<file path="config.mk">
export PLATFORM = sky130hd
export DESIGN_NAME = note_tone_gen
export DESIGN_NICKNAME = d
export VERILOG_FILES = /design/src/rtl/tone_pkg.sv /design/src/rtl/note_sync.sv /design/src/rtl/note_tone_gen.sv
export SDC_FILE = /design/constraint.sdc
export NUM_CORES = 1
export LEC_CHECK = 0
export CAP_MARGIN = 20
export CORE_MARGIN = 10
export CORE_UTILIZATION = 62
export DETAILED_ROUTE_END_ITERATION = 12
export HOLD_SLACK_MARGIN = 0.03
export PLACE_DENSITY = 0.81
export SYNTH_ARGS = -nofsm -noshare
export SYNTH_HDL_FRONTEND = slang
export SYNTH_HIERARCHICAL = 1
export SYNTH_SLANG_ARGS = --single-unit
</file>
<file path="constraint.sdc">
create_clock -name clk -period 8.2 [get_ports clk]
set_input_delay 1.64 -clock clk [delete_from_list [all_inputs] [get_ports clk]]
set_output_delay 1.64 -clock clk [all_outputs]
set_load 0.05 [all_outputs]
</file>
<file path="src/rtl/tone_pkg.sv">
// Shared constants, FSM state type and the elaboration-time half-period helper
// for the note tone generator.
package tone_pkg;

    localparam logic [5:0] REST_CODE = 6'd63;
    localparam logic [5:0] MAX_TONE  = 6'd47;

    typedef enum logic [1:0] {
        ST_SILENT,
        ST_HIGH,
        ST_LOW
    } tone_state_t;

    // Top-octave frequencies (codes 36..47) in millihertz.
    localparam longint unsigned FREQ_MHZ [12] = '{
        64'd880000,  64'd932328,  64'd987767,  64'd1046502,
        64'd1108731, 64'd1174659, 64'd1244508, 64'd1318510,
        64'd1396913, 64'd1479978, 64'd1567982, 64'd1661219
    };

    // Lower octaves halve the frequency, so the numerator is scaled up instead
    // of the table value being divided down (keeps the floor exact).
    function automatic longint unsigned half_period(input int unsigned code,
                                                    input longint unsigned clk_hz);
        int unsigned oct;
        logic [3:0]  idx;
        if (code > 32'(MAX_TONE)) return 64'd0;
        oct = code / 12;
        idx = 4'(code % 12);
        return ((clk_hz * 64'd1000) << (3 - oct)) / (64'd2 * FREQ_MHZ[idx]);
    endfunction

endpackage

</file>
<file path="src/rtl/note_sync.sv">
// Two-flop synchroniser for the asynchronous note code followed by a
// stability filter that strobes once per value held STABLE_CYC cycles.
module note_sync
    import tone_pkg::*;
#(
    parameter int STABLE_CYC = 4
) (
    input  logic       clk,
    input  logic       rst_n,
    input  logic [5:0] note,
    output logic [5:0] code,
    output logic       accept
);

    localparam int CW = $clog2(STABLE_CYC + 2);

    logic [5:0]    sync1, sync2, stab_val;
    logic [CW-1:0] stab_cnt, run, run_sat;

    // run = cycles the synchronised value has held, including this one
    always_comb begin
        run     = (sync2 == stab_val) ? stab_cnt + 1'b1 : CW'(1);
        run_sat = (run > CW'(STABLE_CYC)) ? CW'(STABLE_CYC) : run;
    end

    assign accept = (run == CW'(STABLE_CYC));
    assign code   = sync2;

    always_ff @(posedge clk or negedge rst_n) begin
        if (!rst_n) begin
            sync1    <= REST_CODE;
            sync2    <= REST_CODE;
            stab_val <= REST_CODE;
            stab_cnt <= CW'(STABLE_CYC);
        end else begin
            sync1    <= note;
            sync2    <= sync1;
            stab_val <= sync2;
            stab_cnt <= run_sat;
        end
    end

endmodule

</file>
<file path="src/rtl/note_tone_gen.sv">
// Note-code to square-wave buzzer driver. Optional TONEGEN_VOL_EN adds a vol
// input that shortens the high part of each period (duty-cycle volume).
module note_tone_gen
    import tone_pkg::*;
#(
    parameter int CLK_HZ     = 50_000_000,
    parameter int CNT_W      = 20,
    parameter int STABLE_CYC = 4
) (
    input  logic       clk,
    input  logic       rst_n,
    input  logic [5:0] note,
`ifdef TONEGEN_VOL_EN
    input  logic [2:0] vol,
`endif
    output logic       buzzer,
    output logic [5:0] cur_note,
    output logic       sounding,
    output logic       note_chg
);

    logic [5:0]       acc_code, acc_tone, pend_q, pend_d, cur_q, cur_d;
    logic             acc, chg_q, chg_d, buzz_q, buzz_d;
    logic [CNT_W-1:0] cnt_q, cnt_d, half_cur;
    logic [CNT_W-1:0] half_tbl [48];
    tone_state_t      state_q, state_d;

    for (genvar g = 0; g < 48; g++) begin : g_half
        localparam longint unsigned HP = half_period(32'(g), 64'(CLK_HZ));
        assign half_tbl[g] = CNT_W'(HP);
    end

    note_sync #(.STABLE_CYC(STABLE_CYC)) u_sync (
        .clk    (clk),
        .rst_n  (rst_n),
        .note   (note),
        .code   (acc_code),
        .accept (acc)
    );

    assign acc_tone = (acc_code > MAX_TONE) ? REST_CODE : acc_code;
    assign half_cur = (cur_q <= MAX_TONE) ? half_tbl[cur_q] : '0;

    // pending == cur_note means nothing is waiting; re-accepting the sounding
    // note simply cancels any earlier pending change.
    always_comb begin
        pend_d  = acc ? acc_tone : pend_q;
        state_d = state_q;
        cur_d   = cur_q;
        cnt_d   = cnt_q;
        chg_d   = 1'b0;
        case (state_q)
            ST_SILENT: begin
                if (pend_q != REST_CODE) begin
                    state_d = ST_HIGH;
                    cur_d   = pend_q;
                    cnt_d   = '0;
                    chg_d   = 1'b1;
                end
            end
            default: begin
                if (cnt_q != half_cur - 1'b1) begin
                    cnt_d = cnt_q + 1'b1;
                end else begin
                    cnt_d   = '0;
                    state_d = (state_q == ST_HIGH) ? ST_LOW : ST_HIGH;
                    if (pend_q != cur_q && (pend_q == REST_CODE || state_q == ST_LOW)) begin
                        cur_d   = pend_q;
                        chg_d   = 1'b1;
                        state_d = (pend_q == REST_CODE) ? ST_SILENT : ST_HIGH;
                    end
                end
            end
        endcase
    end

`ifdef TONEGEN_VOL_EN
    logic [CNT_W-1:0] thr_q, thr_d, half_nxt;

    // Threshold latched at each period start so vol changes never cut a pulse.
    always_comb begin
        half_nxt = (cur_d <= MAX_TONE) ? half_tbl[cur_d] : '0;
        thr_d    = thr_q;
        if (state_d == ST_HIGH && state_q != ST_HIGH)
            thr_d = CNT_W'(((CNT_W+3)'(half_nxt) * (CNT_W+3)'(vol)
                           + (CNT_W+3)'(half_nxt)) >> 3);
        buzz_d   = (state_d == ST_HIGH) && (cnt_d < thr_d);
    end

    always_ff @(posedge clk or negedge rst_n) begin
        if (!rst_n) thr_q <= '0;
        else        thr_q <= thr_d;
    end
`else
    assign buzz_d = (state_d == ST_HIGH);
`endif

    always_ff @(posedge clk or negedge rst_n) begin
        if (!rst_n) begin
            state_q <= ST_SILENT;
            cur_q   <= REST_CODE;
            pend_q  <= REST_CODE;
            cnt_q   <= '0;
            chg_q   <= 1'b0;
            buzz_q  <= 1'b0;
        end else begin
            state_q <= state_d;
            cur_q   <= cur_d;
            pend_q  <= pend_d;
            cnt_q   <= cnt_d;
            chg_q   <= chg_d;
            buzz_q  <= buzz_d;
        end
    end

    assign buzzer   = buzz_q;
    assign cur_note = cur_q;
    assign sounding = (cur_q != REST_CODE);
    assign note_chg = chg_q;

endmodule

</file>
==> flow_summary.json <==
{
  "cts_buffers": 9,
  "cp_slowest_cell": "dfstp_2",
  "die_area_um2": 11140,
  "ys_types": 74,
  "via_count": 4045,
  "drive_above_1_share_pct": 15.79,
  "dp_hpwl_um": 7836,
  "clk_pin_slew_ns": 0.07,
  "critPathMostFrequentCell": "o2111ai_1",
  "tightest_slew_ns": 0.9111,
  "cp_top_family": "simple AND/OR/NAND/NOR gates",
  "setup_tns_ns": 0,
  "outcome": "complete, no violations",
  "cts-root-buf": "clkbuf_8",
  "max_slew_margin_pct": 39.26,
  "ant_nets": 0,
  "critPathMaxFanout": 52,
  "crit_chain": "clkinv_1 -> o2111ai_1 -> a32o_1 -> ha_1 -> and4_1 -> nor4b_4 -> nand4_1 -> xnor2_1 -> o2111ai_1 -> or4b_4 -> o21ai_4 -> nor3_1 -> a211o_1",
  "clock_latency_ns": 0.34,
  "critPathRequiredTime_ns": 8.43,
  "die_w_um": 105.5,
  "grt_max_degree": 58,
  "syn_area_per_cell_um2": 8.827,
  "final.min_clock_period_ns": 5.083,
  "synth.most_common_cell": "nand2_1",
  "drt-wirelength-per-cell_um": 18.29,
  "path_class": "register to register",
  "drv_cap": 0,
  "post_cts_resized": 0,
  "antenna_found_initial": 0,
  "power.leakage_nw": 1.959,
  "dr.pass1.iters": 5,
  "cp_slowest_stage_delay_ns": 1.10,
  "rsz0062_at_grt": "false",
  "grt_usage_pct": 20.22,
  "fmax_ghz": 0.1967,
  "hold_violations": 0,
  "cts-htree-levels": 3,
  "synth.cell_area_um2": 4537,
  "portBuffers": 16,
  "hp-class": "register to register",
  "async_flop_share_pct": 100.0,
  "grt-ovfl-total": 0,
  "slew_viol_final": 0,
  "cts_tree": "built",
  "cts_hold_buf": 0,
  "diodes": 0,
  "grt_pass1_wl_um": 18760,
  "yosysWarnings": 6,
  "grt_util_met2_pct": 32.18,
  "met3_usage_pct": 4.385,
  "initial_core_util_pct": 63.23,
  "startpoint_type": "register",
  "synth_flop_cell": "dfstp_2",
  "p_per_area_nw_per_um2": 123.9,
  "cts_max_path_buffers": 2,
  "post-route-cell-area_um2": 4868,
  "setup_viol": 0,
  "worstSetupEndpointType": "register",
  "nets": 528,
  "synth_cells": 514,
  "gp_congestion": 0.9962,
  "dpl_cell_area_um2": 4649,
  "wirelength_um": 11200,
  "synth_commonest_cells": "nand2_1, nor2_1, dfstp_2, dfrtp_1, xnor2_1",
  "timing.critical_path.buf_inv": 1,
  "grt_pass1_vias": 3819,
  "synthTopCellsByArea": "dfstp_2, dfrtp_1, xnor2_1",
  "cts.sink_count": 57,
  "syn_to_final_growth_pct": 7.308,
  "vias_per_cell": 6.609,
  "synth_edf_count": 0,
  "num_rows": 31,
  "drt_drc_violations_left": 0,
  "first_iter_violations": 408,
  "synth_area_leader_cell": "dfstp_2",
  "busiest_layer": "met2",
  "timing.final.crit_share_pct": 61.99,
  "cts_setup_buffers": 0,
  "fp.dieH_um": 105.5,
  "ys_ff_latch": 57,
  "ir_drop_mv": 0.1960,
  "synth-seq-area-share_pct": 32.29,
  "worstPathArrival_ns": 5.32,
  "io_pins": 17,
  "coreArea_um2": 7176,
  "yosysTopAreaCellShare_pct": 17.95,
  "syn_nets": 534,
  "met1_usage_pct": 25.54,
  "fin_skew_ns": 0.008668
}
[kinds of logic (layout without fill, tap and decap cells)]
group	Yosys count	after routing	synth area share, %
buffers and inverters	47	46	5.074
AO/OA/AOI/OAI	143	143	22.64
adder cells (fa/ha/maj)	12	12	3.309
AND/OR/NAND/NOR	198	198	24.19
XOR/XNOR	41	41	8.412
multiplexers	16	16	4.082
flip-flops	57	57	32.29
[flip-flops by register name (all words and copies together) (netlist names)]
name	cells
buzzer	1
cnt_q	20
cur_note	6
note_chg	1
pend_q	6
state_q	2
u_sync/code	6
u_sync/stab_cnt	3
u_sync/stab_val	6
u_sync/sync1	6
[power by group]
group          switching [mW]  total (mW)  internal (mW)  leakage (nW)
registers             0.00396       0.294          0.290         0.661
clock network           0.123       0.294          0.171         0.109
logic                 0.00898      0.0159        0.00692          1.19
total                   0.136       0.603          0.468          1.96
[metal layers]
layer  vias to the layer above  wire length, um
met2                       190             5355
met3                        38              817
li1                       1893                -
met4                         0              370
met1                      1924             4652
met5                         -                0
[final cells by class]
type                            count  area, um2
Timing Repair Buffer               19      177.7
Inverter                           11      41.29
Multi-Input combinational cell    410       2841
Tap cell                           99      123.9
Fill cell                         575       2307
Sequential cell                    57       1465
Clock buffer                        9      123.9
Clock inverter                      7      95.09
[stage by stage]
stage          hold slack, ns  power, mW  util [%]  cells  worst slack (ns)
5_1_grt                0.3633     0.6239     67.85    612             2.764
2_1_floorplan          0.3452     0.3038         -    514             3.647
3_5_place_dp           0.3485     0.3150     64.80    596             3.227
6_report               0.3475     0.6034     67.85    612             3.117
4_1_cts                0.3547     0.6101     67.85    612             3.214
3_3_place_gp           0.3463     0.3141     64.80    596             3.249
[final timing paths]
path                                 start              to  slack [ns]  cells after the start
setup / recovery               cur_note[2]       cnt_q[15]        3.12                     13
hold / removal             u_sync/sync1[1]  u_sync/code[1]        0.35                      0
setup reg to reg               cur_note[2]       cnt_q[15]        3.12                     13
hold reg to reg            u_sync/sync1[1]  u_sync/code[1]        0.35                      0
max in group asynchronous            rst_n        note_chg        6.34                      2
min in group asynchronous            rst_n        cnt_q[4]        1.40                      2
[cells in the final DEF (no fill, tap or decap), drive strengths merged, types with 5 or more instances in the layout]
cell / instances
a21oi: 21
and3: 14
dfstp: 31
nor3: 22
a211o: 5
a21o: 13
o21a: 6
o221ai: 5
nand2: 38
nand4: 11
nor2b: 8
clkdlybuf4s50: 15
o21ai: 28
a211oi: 8
mux2: 10
dfrtp: 26
clkinv: 5
nand2b: 10
inv: 10
ha: 12
o2111ai: 7
xnor2: 26
clkbuf: 9
nand3: 22
nor2: 32
xor2: 15
and2: 7
o211ai: 12
nor3b: 9
nor4: 6
mux2i: 5
a31oi: 7
(Power assumes the default switching activity.)
